### src/rtl/seg_display_ctrl.sv
// seg_display_ctrl
// Captures an unsigned binary value and shows it on a multiplexed 7-segment
// display. Decimal values go through a serial double-dabble conversion;
// hex values are committed directly. All digit registers and the overflow
// flag are committed together, so the scan never shows a half-converted
// value. The scan runs continuously, independent of the conversion.
module seg_display_ctrl #(
    parameter int DATA_W      = 8,
    parameter int DIGITS      = 3,
    parameter int REFRESH_DIV = 100000,
    parameter int BLANK_LZ    = 1
) (
    input  logic              Clk,
    input  logic              Reset,
    input  logic              Load,
    input  logic [DATA_W-1:0] Data_input,
    input  logic              Hex_mode,
    output logic              Busy,
    output logic              Overflow,
    output logic [6:0]        Segs,
    output logic [DIGITS-1:0] Digit_select
);

    // BCD nibbles needed to hold any DATA_W-bit value
    localparam int NIB    = (DATA_W + 2) / 3;
    localparam int BCD_W  = 4 * NIB;
    localparam int CNT_W  = $clog2(DATA_W + 1);
    localparam int REF_W  = $clog2(REFRESH_DIV);
    localparam int SCAN_W = (DIGITS > 1) ? $clog2(DIGITS) : 1;
    localparam int HPAD_W = 4 * DIGITS + DATA_W;
    localparam int BPAD_W = 4 * DIGITS + BCD_W;

    typedef enum logic [1:0] {
        IDLE  = 2'd0,
        SHIFT = 2'd1,
        DONE  = 2'd2
    } state_t;

    state_t                   state_r;
    state_t                   state_s;
    logic [DATA_W-1:0]        bin_r;
    logic [BCD_W-1:0]         bcd_r;
    logic [CNT_W-1:0]         cnt_r;
    logic                     hex_r;
    logic                     busy_r;
    logic                     ovf_r;
    logic [DIGITS-1:0][3:0]   digit_r;
    logic [REF_W-1:0]         refresh_r;
    logic [SCAN_W-1:0]        scan_r;
    logic [6:0]               segs_r;
    logic [DIGITS-1:0]        sel_r;

    logic [HPAD_W-1:0]        hex_pad_s;
    logic [BPAD_W-1:0]        bcd_pad_s;
    logic [DIGITS-1:0][3:0]   new_digit_s;
    logic                     new_ovf_s;
    logic [DIGITS-1:0]        blank_s;
    logic                     seen_nz_s;
    logic [6:0]               seg_s;
    logic [DIGITS-1:0]        sel_s;

    // Add 3 to every BCD nibble that is 5 or more (double-dabble correction)
    function automatic logic [BCD_W-1:0] dabble_adjust(input logic [BCD_W-1:0] b);
        logic [BCD_W-1:0] r;
        r = b;
        for (int k = 0; k < NIB; k++) begin
            if (b[4*k +: 4] >= 4'd5) begin
                r[4*k +: 4] = b[4*k +: 4] + 4'd3;
            end else begin
                r[4*k +: 4] = b[4*k +: 4];
            end
        end
        return r;
    endfunction

    // Active-low {g,f,e,d,c,b,a} glyph for a hex nibble
    function automatic logic [6:0] glyph(input logic [3:0] n);
        logic [6:0] g;
        case (n)
            4'h0:    g = 7'b1000000;
            4'h1:    g = 7'b1111001;
            4'h2:    g = 7'b0100100;
            4'h3:    g = 7'b0110000;
            4'h4:    g = 7'b0011001;
            4'h5:    g = 7'b0010010;
            4'h6:    g = 7'b0000010;
            4'h7:    g = 7'b1111000;
            4'h8:    g = 7'b0000000;
            4'h9:    g = 7'b0010000;
            4'hA:    g = 7'b0001000;
            4'hB:    g = 7'b0000011;
            4'hC:    g = 7'b1000110;
            4'hD:    g = 7'b0100001;
            4'hE:    g = 7'b0000110;
            4'hF:    g = 7'b0001110;
            default: g = 7'b1111111;
        endcase
        return g;
    endfunction

    // Conversion FSM next-state; Load is only looked at in IDLE
    always_comb begin
        state_s = state_r;
        case (state_r)
            IDLE: begin
                if (Load) begin
                    state_s = Hex_mode ? DONE : SHIFT;
                end else begin
                    state_s = IDLE;
                end
            end
            SHIFT: begin
                if (cnt_r == CNT_W'(1)) begin
                    state_s = DONE;
                end else begin
                    state_s = SHIFT;
                end
            end
            DONE:    state_s = IDLE;
            default: state_s = IDLE;
        endcase
    end

    // FSM state and Busy flag (Busy is high whenever the next state is not IDLE)
    always_ff @(posedge Clk or negedge Reset) begin
        if (!Reset) begin
            state_r <= IDLE;
            busy_r  <= 1'b0;
        end else begin
            state_r <= state_s;
            busy_r  <= (state_s != IDLE);
        end
    end

    // Capture of the request and serial double-dabble shifting
    always_ff @(posedge Clk or negedge Reset) begin
        if (!Reset) begin
            bin_r <= '0;
            bcd_r <= '0;
            cnt_r <= '0;
            hex_r <= 1'b0;
        end else if (state_r == IDLE && Load) begin
            bin_r <= Data_input;
            bcd_r <= '0;
            cnt_r <= CNT_W'(DATA_W);
            hex_r <= Hex_mode;
        end else if (state_r == SHIFT) begin
            {bcd_r, bin_r} <= {dabble_adjust(bcd_r), bin_r} << 1;
            cnt_r          <= cnt_r - CNT_W'(1);
        end else begin
            bin_r <= bin_r;
            bcd_r <= bcd_r;
            cnt_r <= cnt_r;
            hex_r <= hex_r;
        end
    end

    // Digits and overflow that DONE will commit; padding gives zeros above the source width
    always_comb begin
        hex_pad_s   = {{(4*DIGITS){1'b0}}, bin_r};
        bcd_pad_s   = {{(4*DIGITS){1'b0}}, bcd_r};
        new_digit_s = '0;
        new_ovf_s   = 1'b0;
        if (hex_r) begin
            for (int i = 0; i < DIGITS; i++) begin
                new_digit_s[i] = hex_pad_s[4*i +: 4];
            end
            new_ovf_s = |(hex_pad_s >> (4 * DIGITS));
        end else begin
            for (int i = 0; i < DIGITS; i++) begin
                new_digit_s[i] = bcd_pad_s[4*i +: 4];
            end
            new_ovf_s = |(bcd_pad_s >> (4 * DIGITS));
        end
    end

    // Atomic commit of all digits and the overflow flag in DONE
    always_ff @(posedge Clk or negedge Reset) begin
        if (!Reset) begin
            digit_r <= '0;
            ovf_r   <= 1'b0;
        end else if (state_r == DONE) begin
            digit_r <= new_digit_s;
            ovf_r   <= new_ovf_s;
        end else begin
            digit_r <= digit_r;
            ovf_r   <= ovf_r;
        end
    end

    // Leading-zero mask: a digit is blank if it and every digit above it is zero (digit 0 never blank)
    always_comb begin
        seen_nz_s = 1'b0;
        blank_s   = '0;
        for (int i = DIGITS - 1; i >= 1; i--) begin
            if (digit_r[i] != 4'd0) begin
                seen_nz_s = 1'b1;
            end else begin
                seen_nz_s = seen_nz_s;
            end
            if (BLANK_LZ != 0 && !ovf_r && !seen_nz_s) begin
                blank_s[i] = 1'b1;
            end else begin
                blank_s[i] = 1'b0;
            end
        end
    end

    // Refresh divider and scan index, free-running
    always_ff @(posedge Clk or negedge Reset) begin
        if (!Reset) begin
            refresh_r <= '0;
            scan_r    <= '0;
        end else if (refresh_r == REF_W'(REFRESH_DIV - 1)) begin
            refresh_r <= '0;
            if (scan_r == SCAN_W'(DIGITS - 1)) begin
                scan_r <= '0;
            end else begin
                scan_r <= scan_r + SCAN_W'(1);
            end
        end else begin
            refresh_r <= refresh_r + REF_W'(1);
            scan_r    <= scan_r;
        end
    end

    // Glyph and digit enable for the currently scanned digit
    always_comb begin
        seg_s = 7'b1111111;
        sel_s = ~(DIGITS'(1) << scan_r);
        if (ovf_r) begin
            seg_s = 7'b0111111;
        end else if (blank_s[scan_r]) begin
            seg_s = 7'b1111111;
        end else begin
            seg_s = glyph(digit_r[scan_r]);
        end
    end

    // Segment and digit-select outputs registered together
    always_ff @(posedge Clk or negedge Reset) begin
        if (!Reset) begin
            segs_r <= 7'b1000000;
            sel_r  <= ~(DIGITS'(1));
        end else begin
            segs_r <= seg_s;
            sel_r  <= sel_s;
        end
    end

    assign Busy         = busy_r;
    assign Overflow     = ovf_r;
    assign Segs         = segs_r;
    assign Digit_select = sel_r;

endmodule

### config.mk
export PLATFORM = sky130hd
export DESIGN_NAME = seg_display_ctrl
export DESIGN_NICKNAME = d
export VERILOG_FILES = /design/src/rtl/seg_display_ctrl.sv
export SDC_FILE = /design/constraint.sdc
export NUM_CORES = 1
export LEC_CHECK = 0
export CAP_MARGIN = 20
export CORE_ASPECT_RATIO = 0.7
export CORE_MARGIN = 3
export CORE_UTILIZATION = 63
export CTS_CLUSTER_DIAMETER = 60
export CTS_CLUSTER_SIZE = 10
export DETAILED_ROUTE_END_ITERATION = 6
export PLACE_DENSITY = 0.84
export SLEW_MARGIN = 15
export SYNTH_ARGS = -nofsm -noshare
export SYNTH_HDL_FRONTEND = slang
export SYNTH_SLANG_ARGS = --single-unit
### constraint.sdc
create_clock -name Clk -period 6.1 [get_ports Clk]
set_input_delay 1.22 -clock Clk [delete_from_list [all_inputs] [get_ports Clk]]
set_output_delay 1.22 -clock Clk [all_outputs]
set_load 0.02 [all_outputs]
Word-level counts from Yosys, hierarchy flattened

Memory sizes are Yosys's and may differ from the RTL's.
Cells that the tools add are included.

Input bits: 12
Word-level logic and storage cells: 62
Memories: 1
Flip-flop bits (word level): 69
Bits in read-only memories: 112
Output and inout port bits: 12

Memories:

| memory          | depth | bits a word | read ports | clocked after Yosys merged registers in | write ports | line | RTL |
|---|---|---|---|---|---|---|---|
| (no name shown) | 16    | 7           | 1          | 0                                       | 0           | 79   | `case (n)` |

Add/sub/neg operators: 6
Bitwise operators: 1
Reduce and logical (&&, ||, !) cells: 6
Equality and inequality tests: 5
Order comparisons: 4
Mux-type cells: 25
Shift operators: 1

Operator list:

| operator                                                          | count |
|---|---|
| two-way mux 12 bit                                                | 3 |
| two-way mux 4 bit                                                 | 5 |
| adder 17 x 1 -> 17 bit, second input constant                     | 1 |
| equality test 17 bit, second input constant                       | 1 |
| two-way mux 17 bit                                                | 1 |
| two-way mux 8 bit                                                 | 2 |
| greater-or-equal comparator 4 x 3 -> 1 bit, second input constant | 3 |
| adder 4 x 2 -> 4 bit, second input constant                       | 2 |
| binary-select mux 4 bit (select 2 bit)                            | 1 |
| two-way mux 2 bit                                                 | 4 |
| nonzero test 4 bit                                                | 2 |
| two-way mux 7 bit                                                 | 1 |
| two-way mux 1 bit                                                 | 5 |
| equality test 2 bit, second input constant                        | 2 |
| equality test 4 x 1 -> 1 bit, second input constant               | 1 |
| case mux 2 bit (2 select lines)                                   | 1 |
| nonzero test 2 bit                                                | 2 |
| subtractor 4 x 1 -> 4 bit, second input constant                  | 1 |
| adder 3 x 2 -> 3 bit, second input constant                       | 1 |
| less-than comparator 2 x 3 -> 1 bit, second input constant        | 1 |
| two-way mux 3 bit                                                 | 1 |
| inverter 3 bit                                                    | 1 |
| left shift 1 x 2 -> 3 bit, first input constant                   | 1 |
| adder 2 x 1 -> 2 bit, second input constant                       | 1 |
| 4 further kinds                                                   | 4 |

Logic depth before layout (Yosys ltp)

Gate-level depths: netlist (run 1).

Word-level depth: 7
Depth in mapped cells: 9
Depth with buffers taken out: 7

Worst setup path before layout (run 1)

Ideal clock, no wire load.

Path kind: input to register
From: in Load
To: reg bcd_r[7]
Buffers on the path: 1
Setup slack: 3.959 ns
Setup time: 0.123 ns
Data required time: 5.977 ns
Stages on the path: 5
Arrival time: 2.018 ns
Cell sequence: nor3b_2 -> nor2_1 -> clkbuf_1 -> o21ai_0 -> nand2_1

Longest elaborated chain between the ends: 2
Elaborated cells on any way between the ends: 3
Those cells by class: mux (1); reduce/logical (2)

RTL lines:

| element                                                  | line | RTL |
|---|---|---|
| start, declared                                          | 15   | `input logic Load,` |
| logical AND 1 bit (*)                                    | 142  | `end else if (state_r == IDLE && Load) begin` |
| two-way mux 12 bit or nonzero test 2 bit (tied branches) | n/a  |  |
| end signal, assigned                                     | 148  | `{bcd_r, bin_r} <= {dabble_adjust(bcd_r), bin_r} << 1;` |
| end signal, assigned                                     | 152  | `bcd_r <= bcd_r;` |
| end, declared                                            | 42   | `logic [BCD_W-1:0] bcd_r;` |

Every way passes the cells marked *; elsewhere a longest branch is shown, timed or not.
A chain may end at the register's enable or synchronous reset.

Worst setup path in the final report (run 1)

From: in Load
To: reg bcd_r[11]

Same word-level chain as after synthesis.

==> results of run 1 <==
==> cells in the final DEF (no fill, tap or decap), types with 3 or more instances in the layout <==
cell type        instances
ha_1                    15
nor2b_1                  3
clkdlybuf4s50_1         21
nand2_1                 52
mux2_2                   4
nor2_1                  12
dfstp_2                  3
nor3_1                   9
nand4_1                  5
nand3_1                 16
dfrtp_1                 66
o211ai_1                 5
bufinv_16                3
mux2i_1                 13
inv_1                   16
clkbuf_8                10
a21oi_1                  4
buf_4                    3
nand2b_1                 6
xnor2_1                 16
o31ai_1                  5
a22oi_1                  7
o21ai_0                 27
xor2_1                   7
==> metal layers <==
metal	wire, um	track usage [%]	up-vias
li1	-	-	1254
met1	3320	33.6	1252
met2	3260	35.2	80
met3	373	5.64	10
met4	97	8.87	0
met5	0	0	-
==> layout make-up <==
| type | instances | area share (%) |
|---|---|---|
| timing repair buffer | 25 | 5.89 |
| multi-input combinational | 246 | 41.3 |
| tap | 72 | 2.23 |
| clock buffer | 10 | 3.41 |
| clock inverter | 6 | 2.73 |
| inverter | 16 | 1.49 |
| sequential | 69 | 42.9 |
==> cell families (layout without fill, tap and decap cells) <==
group	Yosys count	count (layout)	share of synthesized area, %
other cells	1	1	0.106
mux	20	20	6.15
buf+inv	31	57	3.96
simple gates	120	120	16.9
fa+ha+maj	15	15	5.30
compound gates	67	67	13.0
xor+xnor	23	23	5.69
flops	69	69	48.9
==> path summary, 6_finish.rpt <==
check / to / slack [ps] / cells after the start
setup reg to reg: Segs[5] / 3690 / 7
max in group asynchronous: bin_r[2] / 4500 / 2
min in group asynchronous: digit_r[9] / 1070 / 2
setup / recovery: bcd_r[11] / 3390 / 6
hold reg to reg: refresh_r[0] / 500 / 1
hold / removal: refresh_r[0] / 500 / 1
==> worst reg2reg max path: stages, from the launching register on <==
cell       delay, ps
dfrtp_1          540
nor2b_1          300
a2bb2oi_1        480
inv_1            170
ha_1             270
inv_1            100
mux2i_1           90
a221o_1          350
==> flip-flops by register name (all words and copies together) (netlist names) <==
| signal | count |
|---|---|
| scan_r | 2 |
| Segs | 7 |
| bcd_r | 12 |
| hex_r | 1 |
| Digit_select | 3 |
| Busy | 1 |
| state_r | 2 |
| refresh_r | 17 |
| digit_r | 12 |
| bin_r | 8 |
| cnt_r | 4 |
==> where the power goes <==
part | switching (uW) | leakage (uW) | internal (uW)
Combinational | 348 | 0.000736 | 269
Clock | 170 | 0.000119 | 282
Sequential | 129 | 0.000895 | 586
==> metrics by stage <==
step	total power, uW	area, um^2
floorplan	1140	3540
global placement	1290	3790
detailed placement	1330	3790
CTS	1790	4030
global route	1900	4030
finish	1780	4030
==> flow_summary.toml, run 1 <==
[run_status]
status = "finished, final reports clean"

[job]
cap_violations = 0

[clock_tree]
cts_made_buffers = 9
clkTransAtPathRegs_ps = 80
cts_root_buf = "clkbuf_8"
cts_tree = "yes"
cts.repair.resized = 0
insertion_delay_ps = 340
cts-htree-levels = 3
cts_hold_buf = 0
cts.sinks = 69
post_cts_buffers = 0
cts_buffer_depth = 2

[floorplan]
die_height_um = 68.7
fp.dieW_um = 95.6
num_rows = 22
coreArea_um2 = 5340
fp.dieArea_um2 = 6570
initial_core_util_pct = 66.3
ios = 24

[worst_setup_path]
crit_arrival_ps = 2990
path_class = "in2reg"
cp_slowest_cell = "nor2_1"
crit_chain = "clkdlybuf4s50_1, nor3b_2, buf_4, nor2_1, o21ai_0, nand2_1"
cp_max_fo = 16
worstSetupStartpointType = "input pin"
cp_slowest_stage_delay_ps = 640
crit_family = "simple AND/OR/NAND/NOR gates"
path_buf_inv = 2
cp-end-kind = "register"
cp.required_ps = 6380
crit_start = "Load"
r2r-start = "scan_r[0]"

[placement]
pre_cts_slack_ps = 3110
dp.cells = 428
hpwl_um = 4980
port_buffers = 22
place_congestion = 0.830

[timing]
finalWorstPathRequiredPeriod_ps = 2710
rsz0062_at_grt = "false"
hold_slack_ps = 497
max_freq_ghz = 0.370
setup_viol = 0
hold_viol = 0
post-route-period-util_pct = 44.4
drv_slew = 0
fin_ws_ps = 3390
slew_headroom_pct = 41.6
fin_setup_tns_ps = 0
worst_pin_slew_ps = 876
fin_worst_skew_ps = 10.7

[min_path]
hold_path_class = "reg2reg"
hold_start = "refresh_r[0]"

[pwr]
ir_drop_uv = 284
p_leak_uw = 0.00175
power_density_nw_per_um2 = 442

[layout]
finish.utilization_pct = 75.5
diodes = 0
regArea_um2 = 1730
multi_input_area_um2 = 1670
drive_above_1_share_pct = 11.0
fin_cells = 444
syn2layout_area_growth_pct = 14.0
fin_nets = 394
fillerInstances = 349

[detailed_routing]
viasPerCell = 5.85
post_drt_wl_per_cell_um = 15.9
drc = 0
drtIter0Drc = 199
dr_total_vias = 2596
drtPass1Iterations = 5
drtAntennaViolNets = 0
wirelength_um = 7050

[synth]
yosys.area.top_type_share_pct = 46.7
synthTopCellsByArea = "dfrtp_1, nand2_1, ha_1"
synth_flop_cell = "dfrtp_1"
synth_edf_count = 0
ys_types = 56
synthCells = 346
synth.top_cells.by_count = "dfrtp_1, nand2_1, o21ai_0"
ys_ff_latch = 69
async_flop_share_pct = 100
mappedNetlistArea_um2 = 3540
yosysTopAreaCell = "dfrtp_1"
synth-warning-count = 0
seq_area_frac_synth_pct = 48.9
synth_nets = 373
synth.most_common_cell = "dfrtp_1"
syn_area_per_cell_um2 = 10.2

[global_route]
grt_pass1_vias = 2387
antenna_found_initial = 0
grt_pass1_wl_um = 11700
grt_max_degree = 70
grt-ovfl-total = 0
gr-usage-all-layers_pct = 23.6
Note: power is estimated with default switching activity, not from simulation.
==> run 2, diff against run 1 <==
--- a/config.mk
+++ b/config.mk
@@ -8,11 +8,11 @@
 export CAP_MARGIN = 20
 export CORE_ASPECT_RATIO = 0.7
 export CORE_MARGIN = 3
-export CORE_UTILIZATION = 63
+export CORE_UTILIZATION = 53
 export CTS_CLUSTER_DIAMETER = 60
 export CTS_CLUSTER_SIZE = 10
 export DETAILED_ROUTE_END_ITERATION = 6
-export PLACE_DENSITY = 0.84
+export PLACE_DENSITY = 0.76
 export SLEW_MARGIN = 15
 export SYNTH_ARGS = -nofsm -noshare
 export SYNTH_HDL_FRONTEND = slang
==> constraint.sdc (replaced) <==
create_clock -name Clk -period 2.2 [get_ports Clk]
set_input_delay 0.44 -clock Clk [delete_from_list [all_inputs] [get_ports Clk]]
set_output_delay 0.44 -clock Clk [all_outputs]
set_load 0.02 [all_outputs]
==> flow_summary.toml, run 2 (synthesis results as in run 1) <==
[run_status]
status = "finished, final reports clean"

[pwr]
ir_drop_uv = 490
power_density_nw_per_um2 = 1170
p_leak_uw = 0.00177

[detailed_routing]
drc = 0
dr_total_vias = 2598
drtIter0Drc = 88
drtPass1Iterations = 4
post_drt_wl_per_cell_um = 15.0
drtAntennaViolNets = 0
wirelength_um = 7070
viasPerCell = 5.52

[timing]
rsz0062_at_grt = "false"
slew_headroom_pct = 50.3
worst_pin_slew_ps = 745
fin_setup_tns_ps = 0
setup_viol = 0
drv_slew = 0
post-route-period-util_pct = 93.6
max_freq_ghz = 0.485
fin_worst_skew_ps = 6.96
finalWorstPathRequiredPeriod_ps = 2060
hold_viol = 0

[floorplan]
initial_core_util_pct = 55.8
num_rows = 24
fp.dieArea_um2 = 7710
coreArea_um2 = 6340
die_height_um = 74.4
ios = 24
fp.dieW_um = 104

[worst_setup_path]
cp.required_ps = 2430
cp_max_fo = 9
worstSetupStartpointType = "register"
crit_arrival_ps = 2290
crit_chain = "mux2i_1, a2bb2oi_2, inv_1, ha_1, inv_1, mux2i_1, a221o_1"
path_buf_inv = 2
crit_family = "compound AO/OA/AOI/OAI gates"
cp_slowest_cell = "dfrtp_2"
path_class = "reg2reg"
cp-end-kind = "register"
cp_slowest_stage_delay_ps = 480

[min_path]
hold_path_class = "in2async"

[placement]
dp.cells = 455
port_buffers = 22
place_congestion = 0.921
hpwl_um = 4930

[layout]
syn2layout_area_growth_pct = 15.2
final_common_cell = "dfrtp_1"
fin_nets = 402
drive_above_1_share_pct = 12.6
finish.utilization_pct = 64.3
regMostFlops = "refresh_r"
fillerInstances = 498
fin_cells = 471
regArea_um2 = 1730
layout_common_cells = "dfrtp_1, nand2_1, o21ai_0, clkdlybuf4s50_1"
largest_register_ffs = 17
diodes = 0
multi_input_area_um2 = 1670
largestRegisters = "refresh_r (17), bcd_r (12), digit_r (12)"

[clock_tree]
post_cts_buffers = 0
insertion_delay_ps = 350
clkTransAtPathRegs_ps = 70
cts.sinks = 69
cts_buffer_depth = 2
cts_made_buffers = 9
cts_root_buf = "clkbuf_8"
cts_tree = "yes"
cts-htree-levels = 3

[job]
cap_violations = 0

[global_route]
antenna_found_initial = 0
grt-ovfl-total = 0
gr-usage-all-layers_pct = 19.3
grt_max_degree = 70
grt_pass1_wl_um = 11700
grt_pass1_vias = 2388
[run 2: final timing paths]
check                             start            to  slack (ps)  cells past startpoint
max in group asynchronous         Reset       Segs[6]        1780                      2
min reg2reg                refresh_r[0]  refresh_r[0]         480                      1
min in group Clk           refresh_r[0]  refresh_r[0]         480                      1
min                               Reset      bcd_r[8]         110                      2
max                           scan_r[1]       Segs[5]         140                      7
max reg2reg                   scan_r[1]       Segs[5]         140                      7
[run 2: through the flow]
stage | hold WS (ps) | instance area [um^2] | worst slack (ps) | power (uW)
after global routing | 131 | 4080 | 19.0 | 5100
after detailed placement | 475 | 3880 | 108 | 3770
after CTS | 112 | 4080 | 73.3 | 4810
after global placement | 471 | 3880 | 224 | 3690
after floorplan | 144 | 3540 | 261 | 3160
final | 112 | 4080 | 140 | 4780
[run 2: report_power, final]
part           leakage, uW  switching, uW  internal [uW]  total, uW
clock network    0.0000964            476            552       1030
logic             0.000780            963            810       1770
registers         0.000893            357           1630       1980
total              0.00177           1800           2990       4780
[run 2: layer usage]
layer / GRT usage [%] / wire (um) / vias up
met1: 28.0 / 3550 / 1260
li1: - / - / 1266
met4: 6.19 / 99 / 0
met3: 6.07 / 301 / 13
met2: 27.8 / 3120 / 59
met5: 0 / 0 / -
[run 2: cell type report]
type	count	share of cell area, %
tap	91	2.79
multi-input combinational	246	40.9
sequential	69	42.5
clock inverter	4	1.17
timing repair buffer	33	7.61
inverter	16	1.47
clock buffer	12	3.56
[run 2: timing repair]
item | CTS | global route
hold buffers | 0 | 0
endpoints found under the setup margin | 0 | 1
gates resized for setup | 0 | 1
==> RTL edit 1: new RTL, flow settings as in run 2 <==
Set the parameter `BLANK_LZ` to 0 (it was 1).
--- a/src/rtl/seg_display_ctrl.sv
+++ b/src/rtl/seg_display_ctrl.sv
@@ -9,5 +9,5 @@
     parameter int DIGITS      = 3,
     parameter int REFRESH_DIV = 100000,
-    parameter int BLANK_LZ    = 1
+    parameter int BLANK_LZ    = 0
 ) (
     input  logic              Clk,
Formal check against the unedited RTL: same outputs for any inputs over 10 cycles, from zero or initial values and one cycle with Reset low; that may be too few to reach the edited logic, so the function may still have changed.
==> RTL edit 1 against run 2 <==
Routed wire length decreased by 3.7%. Final area decreased by 4.3%. Global-route usage increased by 0.74 points. Setup slack lost 28 ps. Area after synthesis decreased by 2.4%. Sequential cell count stayed put. Total power is 6.2% lower.
==> RTL edit 1: results (changes against run 2) <==
GR Layer Usage met3 0.06452 (+0.003805); worst-case clock skew 6.339 ps (-0.6200 ps); Layout fillers 483 (-3.0%); routed length on met2 2870 um (-7.9%); post-CTS setup buffers 0 (unchanged); Async S/R FF share, synth 1.000 (unchanged); largest cells by area after synthesis dfrtp_1 48%, mux2i_1 5.5%, ha_1 5.4%, nand2_1 5.4%, xnor2_1 2.8%; level count of the clock H-tree 3 (unchanged); via count of the first global-routing pass 2289 (-4.1%); first-pass GRT wire length 11450 um (-2.4%); post-synthesis cell type count 51 (-8.9%); Reg-to-Reg End Segs[0]; Static Leak 1.729 nW (-2.3%); vias per inst 5.674 (+2.9%); overall fraction of global-route tracks in use 0.2003 (+0.007445); top fanout value on the critical path 8 (-1); post-DR wirelength/cell 15.54 um (+3.6%); placed wire-length estimate after detailed placement 4766 um (-3.3%); maximum number of pins on one net before global-route repair 70 (unchanged); root buffer selected by CTS clkbuf_8; slack of the worst reg-to-reg path 110 ps (-30 ps); wire length on met1 3533 um (-0.42%); yosys synthesis warning count 0 (unchanged); total met3 wirelength after detailed routing 311 um (+3.3%); post-route DRC violation count 0 (unchanged); Placed Instance Area 3726 um^2 (-4.0%); met1 demand-to-capacity share in global routing 0.2978 (+0.01796); post-synthesis net count 362 (-2.9%); Detailed Route Iter0 Violations 170 (+93%); routability cong. 0.8414 (-8.6%); # nets final 385 (-4.2%); cell with the largest stage delay on the worst path dfrtp_1; sequential-to-total area share from yosys stat 0.5013 (+0.01223); most used standard cells in the synthesized netlist 66 x dfrtp_1, 50 x nand2_1, 19 x mux2i_1; met2 usage 0.2725 (-0.005729); Register-to-Register Path Depth 5 (-2); launching element type of the critical path flop; IR drop worst, VDD 0.4343 mV (-11%); fraction of layout instances using a drive strength above 1 0.09642 (-0.02990); max incr delay on CP 570 ps (+90 ps); headroom to the max-slew limit 0.4532 (-0.04991); clock transition time at the flip-flop clock pins of the worst setup and hold paths 70 ps (about the same); outcome finished, final reports clean
-- RTL edit 1: stage by stage --
stage          hold slack [ps]  worst slack [ps]  cells  total power [mW]
2_1_floorplan            144.4             331.8    335             3.037
3_3_place_gp             473.8             325.2    422             3.499
3_5_place_dp             478.5             173.1    422             3.585
4_1_cts                  109.8             160.8    438             4.515
5_1_grt                  121.1             22.59    438             4.807
6_report                 88.82             112.3    438             4.488
-- RTL edit 1: cell families (layout without fill, tap and decap cells) --
family,count (synthesis),in the layout,share of synthesized area
other,1,1,0.001086
adders and majority gates,15,15,0.05437
DFF,69,69,0.5013
buffers and inverters,32,60,0.04422
and+or+nand+nor,117,117,0.1700
xor gates and xnor gates,21,21,0.05328
AOI/OAI and AO/OA,58,58,0.1102
muxes,22,22,0.06560
-- RTL edit 1: worst max-delay path by stage --
stage / to / slack (ps) / cells after the start
3_5_place_dp: Segs[0] / 170 / 5
3_3_place_gp: Segs[0] / 330 / 5
5_1_grt: Segs[0] / 20 / 5
4_1_cts: Segs[0] / 160 / 5
6_report: Segs[0] / 110 / 5
2_1_floorplan: Segs[0] / 330 / 7
-- RTL edit 1: report_power, final --
part / internal [mW] / total, mW / switching, mW
combinational: 0.712 / 1.64 / 0.928
clock: 0.435 / 0.918 / 0.484
sequential: 1.61 / 1.93 / 0.316
total: 2.76 / 4.49 / 1.73
-- RTL edit 1: layout make-up --
class | count | area (um^2) | share of cell area
flip-flops and latches | 69 | 1730 | 0.4434
inverters | 16 | 60.06 | 0.01539
clock buffers | 10 | 137.6 | 0.03527
repair buffers | 28 | 272.8 | 0.06989
multi-input cells | 234 | 1569 | 0.4021
well taps | 75 | 93.84 | 0.02405
clock inverters | 6 | 38.79 | 0.009939
==> RTL edit 2: new RTL, flow settings as in run 2 <==
Without the edit above. Put one more register stage on the output `Segs`, with the module's reset. The value now appears one clock later. The other outputs are not delayed to match.
--- a/src/rtl/seg_display_ctrl.sv
+++ b/src/rtl/seg_display_ctrl.sv
@@ -251,5 +251,11 @@
     assign Busy         = busy_r;
     assign Overflow     = ovf_r;
-    assign Segs         = segs_r;
+    always_ff @(posedge Clk or negedge Reset) begin
+        if (!Reset) begin
+            Segs <= '0;
+        end else begin
+            Segs <= segs_r;
+        end
+    end
     assign Digit_select = sel_r;
 
Behaviour: not the same (Yosys sat finds a counterexample within 4 cycles, from zero or initial values and one cycle with Reset low).
==> RTL edit 2 against run 2 <==
Setup slack better by 19 ps. Area after synthesis up 4.6%. Sequential cell count up 7. Largest cell class unchanged. Total power up 7.3%. Sequential power up 10%. Final area up 5.6%. Critical path type unchanged. Highest routed layer unchanged. Routed wire length up 4.8%.
==> RTL edit 2: results (changes against run 2) <==
max incr delay on CP 420 ps (-60 ps); cell with the largest stage delay on the worst path dfrtp_1; IR drop worst, VDD 0.7021 mV (+43%); largest cells by area after synthesis dfrtp_1 49%, nand2_1 5.6%, ha_1 5.1%, o21ai_0 4.3%, xnor2_1 3.8%; post-DR wirelength/cell 15.14 um (+0.93%); switching share of power 0.3618 (-0.01358); Detailed Route Iter0 Violations 141 (+60%); worst-case clock skew 9.029 ps (+2.070 ps); via count of the first global-routing pass 2594 (+8.6%); placed wire-length estimate after detailed placement 5325 um (+8.1%); vias per inst 5.548 (+0.58%); sequential-to-total area share from yosys stat 0.5147 (+0.02566); count of TritonRoute iterations in the first routing pass 5 (+1); port bufs 22 (unchanged); fraction of layout instances using a drive strength above 1 0.1106 (-0.01576); top fanout value on the critical path 5 (-4); # nets final 420 (+4.5%); headroom to the max-slew limit 0.4499 (-0.05326); pre-CTS WS 171.8 ps (+64.02 ps); Static Leak 1.915 nW (+8.2%); latest clock arrival within the worst-skew pair 340 ps; outcome finished, final reports clean; routability cong. 0.8731 (-5.1%); maximum number of pins on one net before global-route repair 40 (-43%); most used standard cells in the synthesized netlist 73 x dfrtp_1, 55 x nand2_1, 32 x o21ai_0; first-pass GRT wire length 12610 um (+7.5%); number of antenna violations at the first check in global routing 0 (unchanged); overall fraction of global-route tracks in use 0.1954 (+0.002513); post-synthesis net count 391 (+4.8%); root buffer selected by CTS clkbuf_8; DP Cell Count 473 (+4.0%); via total after detailed routing 2713 (+4.4%); count of mapped cells out of synthesis 364 (+5.2%); post-synthesis cell type count 51 (-8.9%); TritonCTS Buffers 9 (unchanged)
[RTL edit 2: changes by cell type after synthesis, moves of 3 or more]
cell	delta
clkbuf_1	+4
dfrtp_1	+7
nand2_1	+3
o211ai_1	-4
o21ai_0	+5
[RTL edit 2: kinds of logic (layout without fill, tap and decap cells)]
logic type,after synthesis,count (layout),synth area share
and+or+nand+nor,132,132,0.1784
muxes,18,18,0.05035
other,1,1,0.001013
xor gates and xnor gates,23,23,0.05441
AOI/OAI and AO/OA,69,69,0.1183
buffers and inverters,30,64,0.03210
adders and majority gates,15,15,0.05069
DFF,76,76,0.5147
[RTL edit 2: final timing paths]
check | from | endpoint | slack (ps) | depth (start not counted)
hold reg to reg | segs_r[5] | Segs[5] | 350 | 0
min in group Clk | segs_r[5] | Segs[5] | 350 | 0
setup / recovery | scan_r[1] | segs_r[3] | 160 | 8
max in group asynchronous | Reset | digit_r[3] | 1580 | 2
setup reg to reg | scan_r[1] | segs_r[3] | 160 | 8
hold / removal | Reset | refresh_r[16] | 60 | 1
[RTL edit 2: power groups by stage]
stage / clock network (mW) / logic, mW / registers [mW]
floorplan: 0 / 1.22 / 2.14
global placement: 0 / 1.71 / 2.18
detailed placement: 0 / 1.78 / 2.20
CTS: 1.20 / 1.79 / 2.17
global route: 1.26 / 2.00 / 2.24
finish: 1.17 / 1.78 / 2.18
[RTL edit 2: metrics by stage]
stage / utilization / instance area, um^2
after floorplan: - / 3715
after global placement: 0.6289 / 4079
after detailed placement: 0.6289 / 4079
after CTS: 0.6636 / 4304
after global routing: 0.6636 / 4304
final: 0.6636 / 4304
[RTL edit 2: layer usage]
metal / vias to the layer above / global-route usage / routed length (um)
li1: 1319 / - / -
met1: 1315 / 0.2854 / 3630
met2: 75 / 0.2926 / 3338
met3: 4 / 0.05263 / 389
met4: 0 / 0.04528 / 45
met5: - / 0 / 0
[RTL edit 2: area by class of cell]
cell class	count	area, um^2
clock buffers	10	137.6
clock inverters	6	87.58
fillers	527	2182
inverters	15	56.30
multi-input cells	258	1690
flip-flops and latches	76	1906
well taps	91	113.9
repair buffers	33	312.8
